File: config.mk
export PLATFORM = sky130hd
export DESIGN_NAME = irq_arbiter
export DESIGN_NICKNAME = d
export VERILOG_FILES = /design/src/rtl/irq_arbiter.sv
export SDC_FILE = /design/constraint.sdc
export NUM_CORES = 1
export LEC_CHECK = 0
export BUFFER_PORTS_ARGS = -buffer_cell sky130_fd_sc_hd__buf_2
export CAP_MARGIN = 20
export CORE_MARGIN = 3
export CORE_UTILIZATION = 43
export CTS_CLUSTER_SIZE = 28
export DETAILED_ROUTE_END_ITERATION = 16
export PLACE_DENSITY = 0.86
export SETUP_SLACK_MARGIN = 0.02
export SLEW_MARGIN = 10
export SYNTH_ARGS = -nofsm -noshare
export SYNTH_HDL_FRONTEND = slang
export SYNTH_SLANG_ARGS = --single-unit
File: constraint.sdc
create_clock -name clk -period 3.75 [get_ports clk]
set_clock_uncertainty 0.05 [all_clocks]
set_input_delay 0.375 -clock clk [delete_from_list [all_inputs] [get_ports clk]]
set_output_delay 0.375 -clock clk [all_outputs]
set_load 0.05 [all_outputs]
File: src/rtl/irq_arbiter.sv
// rtl/irq_arbiter.sv - masked, priority-encoded interrupt controller with CPU req/ack/reti handshake
// Lowest pending index wins; the vector is frozen from request until the block returns to idle.
module irq_arbiter #(
  parameter int ADDRESS           = 0,
  parameter int BUS_ADDR_DATA_LEN = 16,
  parameter int NUM_INTS          = 8,
  parameter int VECTOR_WIDTH      = 5
) (
  input  logic                         clk,
  input  logic                         int_rst,
  input  logic [BUS_ADDR_DATA_LEN-1:0] addr,
  input  logic                         wr_w,
  input  logic                         rd_w,
  input  logic [31:0]                  bus_in,
  output logic [31:0]                  bus_out,
  output logic                         req_bus,
  input  logic [NUM_INTS-1:0]          int_src,
  output logic [NUM_INTS-1:0]          int_ack,
  input  logic                         cpu_gie,
  output logic                         cpu_int_req,
  output logic [VECTOR_WIDTH-1:0]      cpu_int_vect,
  input  logic                         cpu_int_ack,
  input  logic                         cpu_reti
);

  typedef enum logic [1:0] {IDLE, REQ, ACTIVE} state_t;

  localparam int AW = BUS_ADDR_DATA_LEN;
  localparam logic [AW:0] base_addr = (AW+1)'(ADDRESS);
  localparam logic [AW:0] end_addr  = base_addr + (AW+1)'(16);

  state_t                  state;
  logic [NUM_INTS-1:0]     mask;
  logic [NUM_INTS-1:0]     pending;
  logic [31:0]             pend32;
  logic [VECTOR_WIDTH-1:0] sel;
  logic [31:0]             status;
  logic [31:0]             rdata;
  logic [AW:0]             addr_ext;
  logic                    mask_wr;
  logic                    unused_bus;

  assign addr_ext   = {1'b0, addr};
  assign req_bus    = (addr_ext >= base_addr) && (addr_ext < end_addr);
  assign mask_wr    = wr_w && req_bus && (addr[3:0] == 4'h0);
  assign unused_bus = ^bus_in;

  assign pending = int_src & mask;
  assign pend32  = 32'(pending);

  always_comb begin
    sel = '0;
    for (int i = NUM_INTS - 1; i >= 0; i--) begin
      if (pending[i]) sel = VECTOR_WIDTH'(i);
    end
  end

  always_comb begin
    status    = 32'(cpu_int_vect);
    status[7] = (state != IDLE);
  end

  always_comb begin
    case (addr[3:0])
      4'h0:    rdata = 32'(mask);
      4'h4:    rdata = pend32;
      4'h8:    rdata = status;
      default: rdata = 32'h0;
    endcase
  end

  assign bus_out = (rd_w && req_bus) ? rdata : 32'h0;

  always_ff @(posedge clk or posedge int_rst) begin
    if (int_rst) begin
      mask <= '0;
    end else if (mask_wr) begin
      mask <= bus_in[NUM_INTS-1:0];
    end
  end

  // The IDLE decision sees the mask from before any same-cycle write.
  always_ff @(posedge clk or posedge int_rst) begin
    if (int_rst) begin
      state        <= IDLE;
      cpu_int_req  <= 1'b0;
      cpu_int_vect <= '0;
      int_ack      <= '0;
    end else begin
      int_ack <= '0;
      case (state)
        IDLE: begin
          if (cpu_gie && (pending != '0)) begin
            cpu_int_vect <= sel;
            cpu_int_req  <= 1'b1;
            state        <= REQ;
          end
        end
        REQ: begin
          if (cpu_int_ack) begin
            int_ack     <= NUM_INTS'(1) << cpu_int_vect;
            cpu_int_req <= 1'b0;
            state       <= ACTIVE;
          end else if (!pend32[cpu_int_vect]) begin
            cpu_int_req <= 1'b0;
            state       <= IDLE;
          end
        end
        ACTIVE: begin
          if (cpu_reti) state <= IDLE;
        end
        default: begin
          cpu_int_req <= 1'b0;
          state       <= IDLE;
        end
      endcase
    end
  end

endmodule
# After elaboration in Yosys (flattened, before gate mapping)
# Cells that the tools add are included.
dict set report word_totals {
  out_inout_bits 47
  ff_bits 24
  wordCells 53
}
dict set report classes {
  n_bitwise 2
  n_lt_le_gt_ge 3
  n_reduce_logical 12
  n_mux 23
  n_eq_ne 7
  shifts 1
}
# cell n
set op_table {}
lappend op_table {{$mux W5} 7}
lappend op_table {{$mux W32} 1}
lappend op_table {{$pmux W8 S3} 1}
lappend op_table {{$ge A16 B1 Y1 const B} 1}
lappend op_table {{$lt A16 B5 Y1 const B} 1}
lappend op_table {{$mux W8} 2}
lappend op_table {{$and A8 B8 Y8} 1}
lappend op_table {{$mux W2} 4}
lappend op_table {{$reduce_bool A8 Y1} 1}
lappend op_table {{$shl A1 B5 Y8 const A} 1}
lappend op_table {{$lt A5 B6 Y1 const B} 1}
lappend op_table {{$pmux W2 S3} 1}
lappend op_table {{$reduce_and A3 Y1} 2}
lappend op_table {{$bmux W1 S5} 1}
lappend op_table {{$logic_and A1 B1 Y1} 5}
lappend op_table {{$eq A4 B3 Y1 const B} 1}
lappend op_table {{$eq A4 B4 Y1 const B} 1}
lappend op_table {{$logic_not A4 Y1} 1}
lappend op_table {{$mux W1} 4}
lappend op_table {{$ne A2 B2 Y1 const B} 2}
lappend op_table {{$mux W3} 1}
lappend op_table {{$ne A3 B3 Y1 const B} 1}
lappend op_table {{$pmux W1 S3} 1}
lappend op_table {{$eq A2 B1 Y1 const B} 1}
lappend op_table {{other kinds (5)} 5}

# Depth between registers and ports, before layout
# Gate-level depths: netlist of run 1.
dict set report logic_depth {
  word_depth 9
  mapped_depth 5
}

# Worst setup path before layout of run 1
# Ideal clock, no wire load.
dict set report synth_path {
  kind {in2out}
  start {input addr[8]}
  end {output bus_out[7]}
  path_slack_ns -0.323
  t_arrival_ns 3.648
  path_buffers 0
  required_ns 3.325
  cell_stages 3
  path_cell_list {or4_4 a211o_2 a2111oi_0}
}
dict set report synth_between {
  elab_chain_cells 4
  word_cells_on_any_way 5
}
# element line_no
set synth_rtl {}
lappend synth_rtl {{start, declared} 11} ;# input logic [BUS_ADDR_DATA_LEN-1:0] addr,
lappend synth_rtl {{$ge A16 B1 Y1 / $lt A16 B5 Y1 (equally long branches)} 44} ;# assign req_bus = (addr_ext >= base_addr) && (addr_ext < end_addr);
lappend synth_rtl {{$logic_and A1 B1 Y1 (*)} 44}
lappend synth_rtl {{$logic_and A1 B1 Y1 (*)} 72} ;# assign bus_out = (rd_w && req_bus) ? rdata : 32'h0;
lappend synth_rtl {{$mux W32 (*)} 72}
lappend synth_rtl {{end, declared} 15} ;# output logic [31:0] bus_out,
# Mark *: on every way between the ends. The rest lies on a longest branch, timed or not.

# Final worst setup path of run 1
dict set report layout_path {
  start {input addr[8]}
  end {output bus_out[4]}
}
# The elaborated chain is that of the path after synthesis.

==> impl_metrics.tcl, run 1 <==
set metrics [dict create \
    final_max_slew_viol_count 0 \
    grt_max_degree 23 \
    utilization_pct 55.2 \
    p_leak_nw 0.952 \
    slew-limit-headroom_pct 45.5 \
    switching_share_pct 29.6 \
    cts_resized 0 \
    core_sq_um 3100 \
    grt_pass1_vias 1193 \
    worst_setup_path_end_kind "output port" \
    cts_made_buffers 3 \
    drc 0 \
    post-place-ws_ns 1.33 \
    synth-seq-area-share_pct 38.5 \
    die_w_um 63.6 \
    clkLatencyLatePin_ns 0.31 \
    via_count 1237 \
    reg2reg_depth 3 \
    cts_sinks 22 \
    dp_hpwl_mm 2.66 \
    layout_common_cells "59 x buf_2, 26 x conb_1, 22 x dfrtp_1" \
    syn_area_per_cell_sq_um 9.79 \
    p_seq_share_pct 46.1 \
    required_ns 3.32 \
    synth-edff-count 0 \
    wl_per_cell_um 13.0 \
    antenna_found_initial 0 \
    postCtsSetupBuffers 0 \
    cts_buffer_depth 2 \
    vias_per_cell 4.97 \
    ir_worst_vdd_mv 0.217 \
    finalCritPeriodShare_pct 64.8 \
    io_buffer_count 59 \
    grt_use_total_pct 15.9 \
    rsz0062_at_grt "false" \
    setup_violations 0 \
    min_period_ns 2.43 \
    grt_pass1_wl_mm 5.24 \
    internal_power_mw 0.364 \
    wl_mm 3.23 \
    die_y_um 63.6 \
    dr.pass1.iters 5 \
    crit_arrival_ns 2.00 \
    p_comb_share_pct 18.7 \
    dr.first_iter.drc_count 42 \
    layout_commonest_cell "buf_2" \
    layout_setup_ws_ns 1.32 \
    cts_root_buf "clkbuf_4" \
    netlist_instances 146 \
    status "finished clean" \
    syn_to_final_growth_pct 19.9 \
    gr-total-overflow 0 \
    hold_class "input port to asynchronous set/reset pin" \
    initial_core_util_pct 46.0 \
    syn_area_sq_um 1430 \
    timing.fmax_mhz 412 \
    htreeDepth 1 \
    drive_gt1_share_pct 38.0 \
    io_pins 110 \
    startpoint_type "input port" \
    cts_tree "yes" \
    ys_async_sr_fraction_pct 100 \
    ant_nets 0 \
    rows 20 \
    ys_ff_latch 22 \
    drv_cap 0 \
    power.density_nw_per_um2 301 \
    tns_ns 0 \
    synth_ff_type "dfrtp_1" \
    path_clk_slew_ns 0.13 \
    gp_congestion 0.813 \
    clkPwrFrac_pct 35.1 \
    worstMarginPinSlew_ns 0.817 \
    hold_viol_final 0 \
    ctsHoldBuffers 0 \
    ys_types 35 \
    switchingPower_mw 0.153 \
    antenna_cells 0 \
    nets 269 \
    path_max_fanout 4 \
    worstSetupPathType "input port to output port" \
    dieArea_sq_um 4050 \
    yosysWarnings 0 \
]
critical path, stage by stage:
cell and delay [ns]:
buf_2 0.10, or4_4 0.55, nor3_1 0.49, o211a_1 0.23, buf_2 0.25
per-layer routing:
metal / global-route usage (%) / routed length, um / vias to the layer above
met5: 0 / 0 / -
met4: 2.70 / 8 / 0
met3: 4.99 / 244 / 2
met2: 28.3 / 1700 / 58
met1: 19.0 / 1280 / 582
li1: - / - / 595
synthesized netlist by cell type (3+ instances only):
library cell,n,share of area [%]
buf_4,26,14
dfrtp_1,22,39
nand2_1,18,4.7
nor2_1,12,3.2
mux2_4,8,8.4
nand2b_1,7,3.1
a21oi_1,5,1.8
a22oi_1,4,2.1
o211a_1,4,2.8
a32oi_1,3,1.8
inv_1,3,0.79
nor3_1,3,1.1
o21ai_0,3,1.1
layout make-up:
cell class,count,area [sq um]
Fill cell,301,1390
Clock buffer,3,22.5
Sequential cell,22,551
Tap cell,44,55.1
Timing Repair Buffer,59,295
Multi-Input combinational cell,117,748
Clock inverter,1,30.0
Inverter,3,11.3
power groups by stage:
stage	sequential, mW	clock [mW]	combinational [mW]
after CTS	0.238	0.184	0.0962
after detailed placement	0.243	0	0.0960
after floorplan	0.244	0	0.0887
after global placement	0.243	0	0.0949
after global routing	0.238	0.194	0.103
final	0.238	0.181	0.0967
through the flow:
stage / hold slack [ns] / cells / total power [mW] / area (sq um)
floorplan: 0.314 / 171 / 0.333 / 1520
global placement: 0.475 / 245 / 0.338 / 1660
detailed placement: 0.475 / 245 / 0.339 / 1660
CTS: 0.180 / 249 / 0.518 / 1710
global route: 0.202 / 249 / 0.535 / 1710
finish: 0.146 / 249 / 0.516 / 1710
state kept, by name, indices dropped and copies added, names as in the netlist:
register and count:
cpu_int_vect 3, mask 8, state 2, int_ack 8, cpu_int_req 1
kinds of logic after synthesis:
logic type / Yosys count / synth area share, %
and+or+nand+nor: 54 / 19.3
buffers and inverters: 32 / 15.8
AOI/OAI and AO/OA: 27 / 14.6
DFF: 22 / 38.5
muxes: 10 / 11.6
other: 1 / 0.262
path summary, 6_finish.rpt:
path,from,endpoint,slack [ns]
worst max-delay path,addr[8],bus_out[4],1.32
worst min-delay path,int_rst,mask[1],0.15
worst max register to register,cpu_int_vect[0],cpu_int_req,2.12
worst min register to register,cpu_int_req,cpu_int_req,0.51
max in group asynchronous,int_rst,cpu_int_req,2.99
min in group clk,cpu_reti,state[1],0.20
No activity file was read; power rests on OpenSTA's default activity.
==> run 2: changes to the inputs <==
--- a/config.mk
+++ b/config.mk
@@ -8,10 +8,10 @@
 export BUFFER_PORTS_ARGS = -buffer_cell sky130_fd_sc_hd__buf_2
 export CAP_MARGIN = 20
 export CORE_MARGIN = 3
-export CORE_UTILIZATION = 43
+export CORE_UTILIZATION = 36
 export CTS_CLUSTER_SIZE = 28
 export DETAILED_ROUTE_END_ITERATION = 16
-export PLACE_DENSITY = 0.86
+export PLACE_DENSITY = 0.77
 export SETUP_SLACK_MARGIN = 0.02
 export SLEW_MARGIN = 10
 export SYNTH_ARGS = -nofsm -noshare
==> constraint.sdc (replaced) <==
create_clock -name clk -period 2.06 [get_ports clk]
set_clock_uncertainty 0.05 [all_clocks]
set_input_delay 0.206 -clock clk [delete_from_list [all_inputs] [get_ports clk]]
set_output_delay 0.206 -clock clk [all_outputs]
set_load 0.05 [all_outputs]
==> run 2 against run 1 <==
- worst hold slack got worse by 0.097 ns
- register-to-register slack lost 1.7 ns
- setup slack worse by 1.2 ns
- critical path depth did not move
- flip-flop and latch count unchanged
- first-iteration DRC count increased by 86%
- core utilization fell by 8.4 points
- clock-buffer cell count up 1
- global-route usage decreased by 3.1 points
- clock power grew 67%
- via count about the same
==> impl_metrics.tcl, run 2 (synthesized netlist as in run 1, its figures left out) <==
set metrics [dict create \
    worstSetupPathType "input port to output port" \
    required_ns 1.80 \
    slew-limit-headroom_pct 44.3 \
    hold_viol_final 0 \
    worst_setup_path_end_kind "output port" \
    clkLatencyLatePin_ns 0.26 \
    dp_hpwl_mm 2.63 \
    setup_violations 0 \
    worstMarginPinSlew_ns 0.834 \
    rsz0062_at_grt "false" \
    final_cell_area_sq_um 1750 \
    drc 0 \
    top_regs "int_ack x8, mask x8, cpu_int_vect x3" \
    cts_resized 0 \
    path_max_fanout 4 \
    ant_nets 0 \
    nets 271 \
    cts_tree "yes" \
    ctsHoldBuffers 0 \
    htreeDepth 1 \
    core_sq_um 3740 \
    min_period_ns 1.97 \
    drv_cap 0 \
    dr.first_iter.drc_count 78 \
    power.density_nw_per_um2 520 \
    grt_pass1_wl_mm 4.98 \
    die_w_um 69 \
    dpl-instance-area_sq_um 1700 \
    crit_arrival_ns 1.72 \
    final-seq-area_sq_um 551 \
    drive_gt1_share_pct 39.1 \
    io_buffer_count 59 \
    layout_commonest_cell "buf_2" \
    cts_made_buffers 3 \
    n_fill_cell 385 \
    p_leak_nw 0.964 \
    dieArea_sq_um 4760 \
    gr-total-overflow 0 \
    wl_mm 3.19 \
    io_pins 110 \
    initial_core_util_pct 38.2 \
    p_total_mw 0.911 \
    ir_worst_vdd_mv 0.312 \
    layout_common_cells "59 x buf_2, 26 x conb_1, 22 x dfrtp_1" \
    grt_pass1_vias 1046 \
    cts_root_buf "clkbuf_8" \
    cts_sinks 22 \
    multiInputGateArea_sq_um 766 \
    grt_use_total_pct 12.8 \
    antenna_cells 0 \
    hold_class "input port to asynchronous set/reset pin" \
    grt_max_degree 23 \
    placed_cells 251 \
    dr.pass1.iters 5 \
    startpoint_type "input port" \
    wl_per_cell_um 12.5 \
    postCtsSetupBuffers 0 \
    gp_congestion 0.848 \
    tns_ns 0 \
    die_y_um 69 \
    syn_to_final_growth_pct 22.7 \
    rows 22 \
    finalCritPeriodShare_pct 95.7 \
    stdcell_count 255 \
    final_max_slew_viol_count 0 \
    status "finished clean" \
    antenna_found_initial 0 \
    path_clk_slew_ns 0.07 \
    vias_per_cell 4.85 \
    timing.fmax_mhz 507 \
    via_count 1238 \
    cts_buffer_depth 2 \
]
-- run 2: cell types whose count changed in the layout (fill, tap and decap cells not counted), sizes merged --
cell,delta
buf,+2
bufinv,-1
clkbuf,+1
-- run 2: where the power goes --
group	total (mW)	switching (mW)	internal, mW
Clock	0.302	0.132	0.170
Combinational	0.175	0.142	0.0330
Sequential	0.434	0.00118	0.432
-- run 2: path summary, 6_finish.rpt --
| path | start | cells after the start | end | slack [ns] |
|---|---|---|---|---|
| setup / recovery | addr[8] | 5 | bus_out[7] | 0.09 |
| hold / removal | int_rst | 2 | int_ack[5] | 0.05 |
| setup reg to reg | state[0] | 3 | cpu_int_vect[0] | 0.45 |
| hold reg to reg | cpu_int_req | 2 | cpu_int_req | 0.48 |
| max in group asynchronous | int_rst | 2 | int_ack[0] | 1.39 |
| min in group clk | cpu_reti | 2 | state[1] | 0.08 |
-- run 2: final cells by class --
type	count	area share [%]
Clock buffer	4	3.14
Inverter	3	0.642
Tap cell	48	3.43
Multi-Input combinational cell	117	43.7
Timing Repair Buffer	61	17.7
Sequential cell	22	31.4
-- run 2: metal layers --
layer / vias up / part of all wire (%) / track usage (%)
met3: 2 / 9.0 / 4.08
met4: 0 / 0.56 / 3.25
li1: 597 / - / -
met1: 581 / 39 / 16.0
met5: - / 0 / 0
met2: 58 / 52 / 21.4
-- run 2: through the flow --
stage / hold WS, ns / setup slack, ns / util (%)
global route: 0.0846 / 0.0410 / 46.8
CTS: 0.0817 / 0.0792 / 46.8
finish: 0.0490 / 0.0878 / 46.8
global placement: 0.350 / 0.0879 / 45.4
detailed placement: 0.366 / 0.0872 / 45.4
floorplan: 0.145 / 0.0244 / -
-- run 2: worst max-delay path, cell delays in order --
cell       delay [ns]
buf_2            0.09
or4_4            0.54
a211o_2          0.37
a2111oi_4        0.18
buf_2            0.31
==> run 3: changes to the inputs <==
--- a/config.mk
+++ b/config.mk
@@ -8,10 +8,10 @@
 export BUFFER_PORTS_ARGS = -buffer_cell sky130_fd_sc_hd__buf_2
 export CAP_MARGIN = 20
 export CORE_MARGIN = 3
-export CORE_UTILIZATION = 36
-export CTS_CLUSTER_SIZE = 28
+export CORE_UTILIZATION = 37
+export CTS_BUF_LIST = sky130_fd_sc_hd__clkbuf_8
 export DETAILED_ROUTE_END_ITERATION = 16
-export PLACE_DENSITY = 0.77
+export PLACE_DENSITY = 0.78
 export SETUP_SLACK_MARGIN = 0.02
 export SLEW_MARGIN = 10
 export SYNTH_ARGS = -nofsm -noshare
==> run 3 against run 2 <==
- global-route usage increased by 2.0 points
- setup slack gained 0.016 ns
- combinational power is 3% higher
- sequential power hardly changed
- via count is 0.32% higher
- clock power up 32%
- worst hold slack better by 0.032 ns
- clock-buffer cell count is 1 lower
- flip-flop and latch count did not move
==> impl_metrics.tcl, run 3 (synthesized netlist as in run 1, its figures left out) <==
set metrics [dict create \
    path_clk_slew_ns 0.08 \
    dieArea_sq_um 4640 \
    startpoint_type "input port" \
    wl_mm 3.41 \
    ir_worst_vdd_mv 0.271 \
    worstSetupPathType "input port to output port" \
    ant_nets 0 \
    cts_root_buf "clkbuf_8" \
    worst_setup_path_end_kind "output port" \
    core_sq_um 3520 \
    p_total_mw 1.01 \
    grt_max_degree 23 \
    dr.first_iter.drc_count 64 \
    hold_class "input port to register" \
    path_max_fanout 4 \
    io_pins 110 \
    power.density_nw_per_um2 565 \
    required_ns 1.80 \
    antenna_found_initial 0 \
    top_regs "int_ack x8, mask x8, cpu_int_vect x3" \
    via_count 1242 \
    io_buffer_count 59 \
    hold_viol_final 0 \
    gp_congestion 0.842 \
    placed_cells 250 \
    post-place-ws_ns 0.0764 \
    die_y_um 68.1 \
    cts_tree "yes" \
    crit_arrival_ns 1.70 \
    postCtsSetupBuffers 0 \
    cts_sinks 22 \
    layout_commonest_cell "buf_2" \
    vias_per_cell 4.87 \
    rows 21 \
    status "finished clean" \
    setup_violations 0 \
    final_max_slew_viol_count 0 \
    layout_common_cells "58 x buf_2, 26 x conb_1, 22 x dfrtp_1" \
    dp_hpwl_mm 2.79 \
    grt_use_total_pct 14.8 \
    layout_setup_ws_ns 0.103 \
    nets 273 \
    drc 0 \
    drive_gt1_share_pct 39.7 \
    initial_core_util_pct 40.6 \
    finalCritPeriodShare_pct 95.0 \
    cts_made_buffers 3 \
    tns_ns 0 \
    die_w_um 68.1 \
    timing.fmax_mhz 511 \
    dr.pass1.iters 4 \
    grt_pass1_vias 1179 \
    min_period_ns 1.96 \
    clkLatencyLatePin_ns 0.26 \
    utilization_pct 50.9 \
    htreeDepth 1 \
    wl_per_cell_um 13.4 \
    reg2reg_depth 3 \
    grt_pass1_wl_mm 5.31 \
    gr-total-overflow 0 \
    stdcell_count 255 \
    rsz0062_at_grt "false" \
    syn_to_final_growth_pct 25.5 \
    cts_buffer_depth 2 \
    p_leak_nw 0.980 \
    holdPathStages 2 \
    drv_cap 0 \
    antenna_cells 0 \
]
-- run 3: cell count changes in the layout (fill, tap and decap cells not counted) --
cell,before,now
bufinv_16,0,1
buf_4,2,3
clkbuf_8,4,3
nor4_2,0,1
dlygate4sd3_1,0,1
nor4_1,2,1
buf_2,59,58
clkbuf_4,0,1
-- run 3: area by class of cell --
cell class	instances	area (sq um)
flip-flops and latches	22	551
inverters	3	11.3
repair buffers	63	330
clock inverters	1	30.0
fillers	359	1730
clock buffers	3	41.3
multi-input cells	117	772
well taps	46	57.6
-- run 3: critical path: stages --
cell	delay, ns
buf_2	0.09
or4_4	0.54
a211o_2	0.37
a2111oi_4	0.19
clkbuf_4	0.29
-- run 3: routing by layer --
metal  share of wire [%]  GRT usage (%)
met4                   0           1.49
met2                  52           27.6
met3                 8.2           3.28
met5                   0              0
met1                  39           17.8
-- run 3: worst paths after layout --
kind	endpoint	from	slack, ns
max	bus_out[7]	addr[8]	0.10
min	state[1]	cpu_reti	0.08
max reg2reg	cpu_int_vect[0]	state[0]	0.46
min in group asynchronous	mask[1]	int_rst	0.47
min reg2reg	cpu_int_req	cpu_int_req	0.49
max in group asynchronous	cpu_int_vect[1]	int_rst	1.27
-- run 3: report_power, final --
part | total (mW) | switching (mW) | leakage, nW | internal, mW
Combinational | 0.181 | 0.145 | 0.637 | 0.0359
Clock | 0.398 | 0.139 | 0.0357 | 0.259
Sequential | 0.433 | 0.00124 | 0.307 | 0.432
Total | 1.01 | 0.285 | 0.980 | 0.727
-- run 3: timing repair --
action                                 in CTS  in global routing
hold buffers                                1                  0
resized for setup                           0                  2
endpoints found under the hold margin      22                  0
setup endpoints to repair                   0                  1
-- run 3: through the flow --
stage	area (sq um)	hold slack (ns)
6_report	1790	0.0806
5_1_grt	1790	0.0733
4_1_cts	1780	0.0762
3_5_place_dp	1700	0.208
3_3_place_gp	1700	0.208
2_1_floorplan	1540	0.145
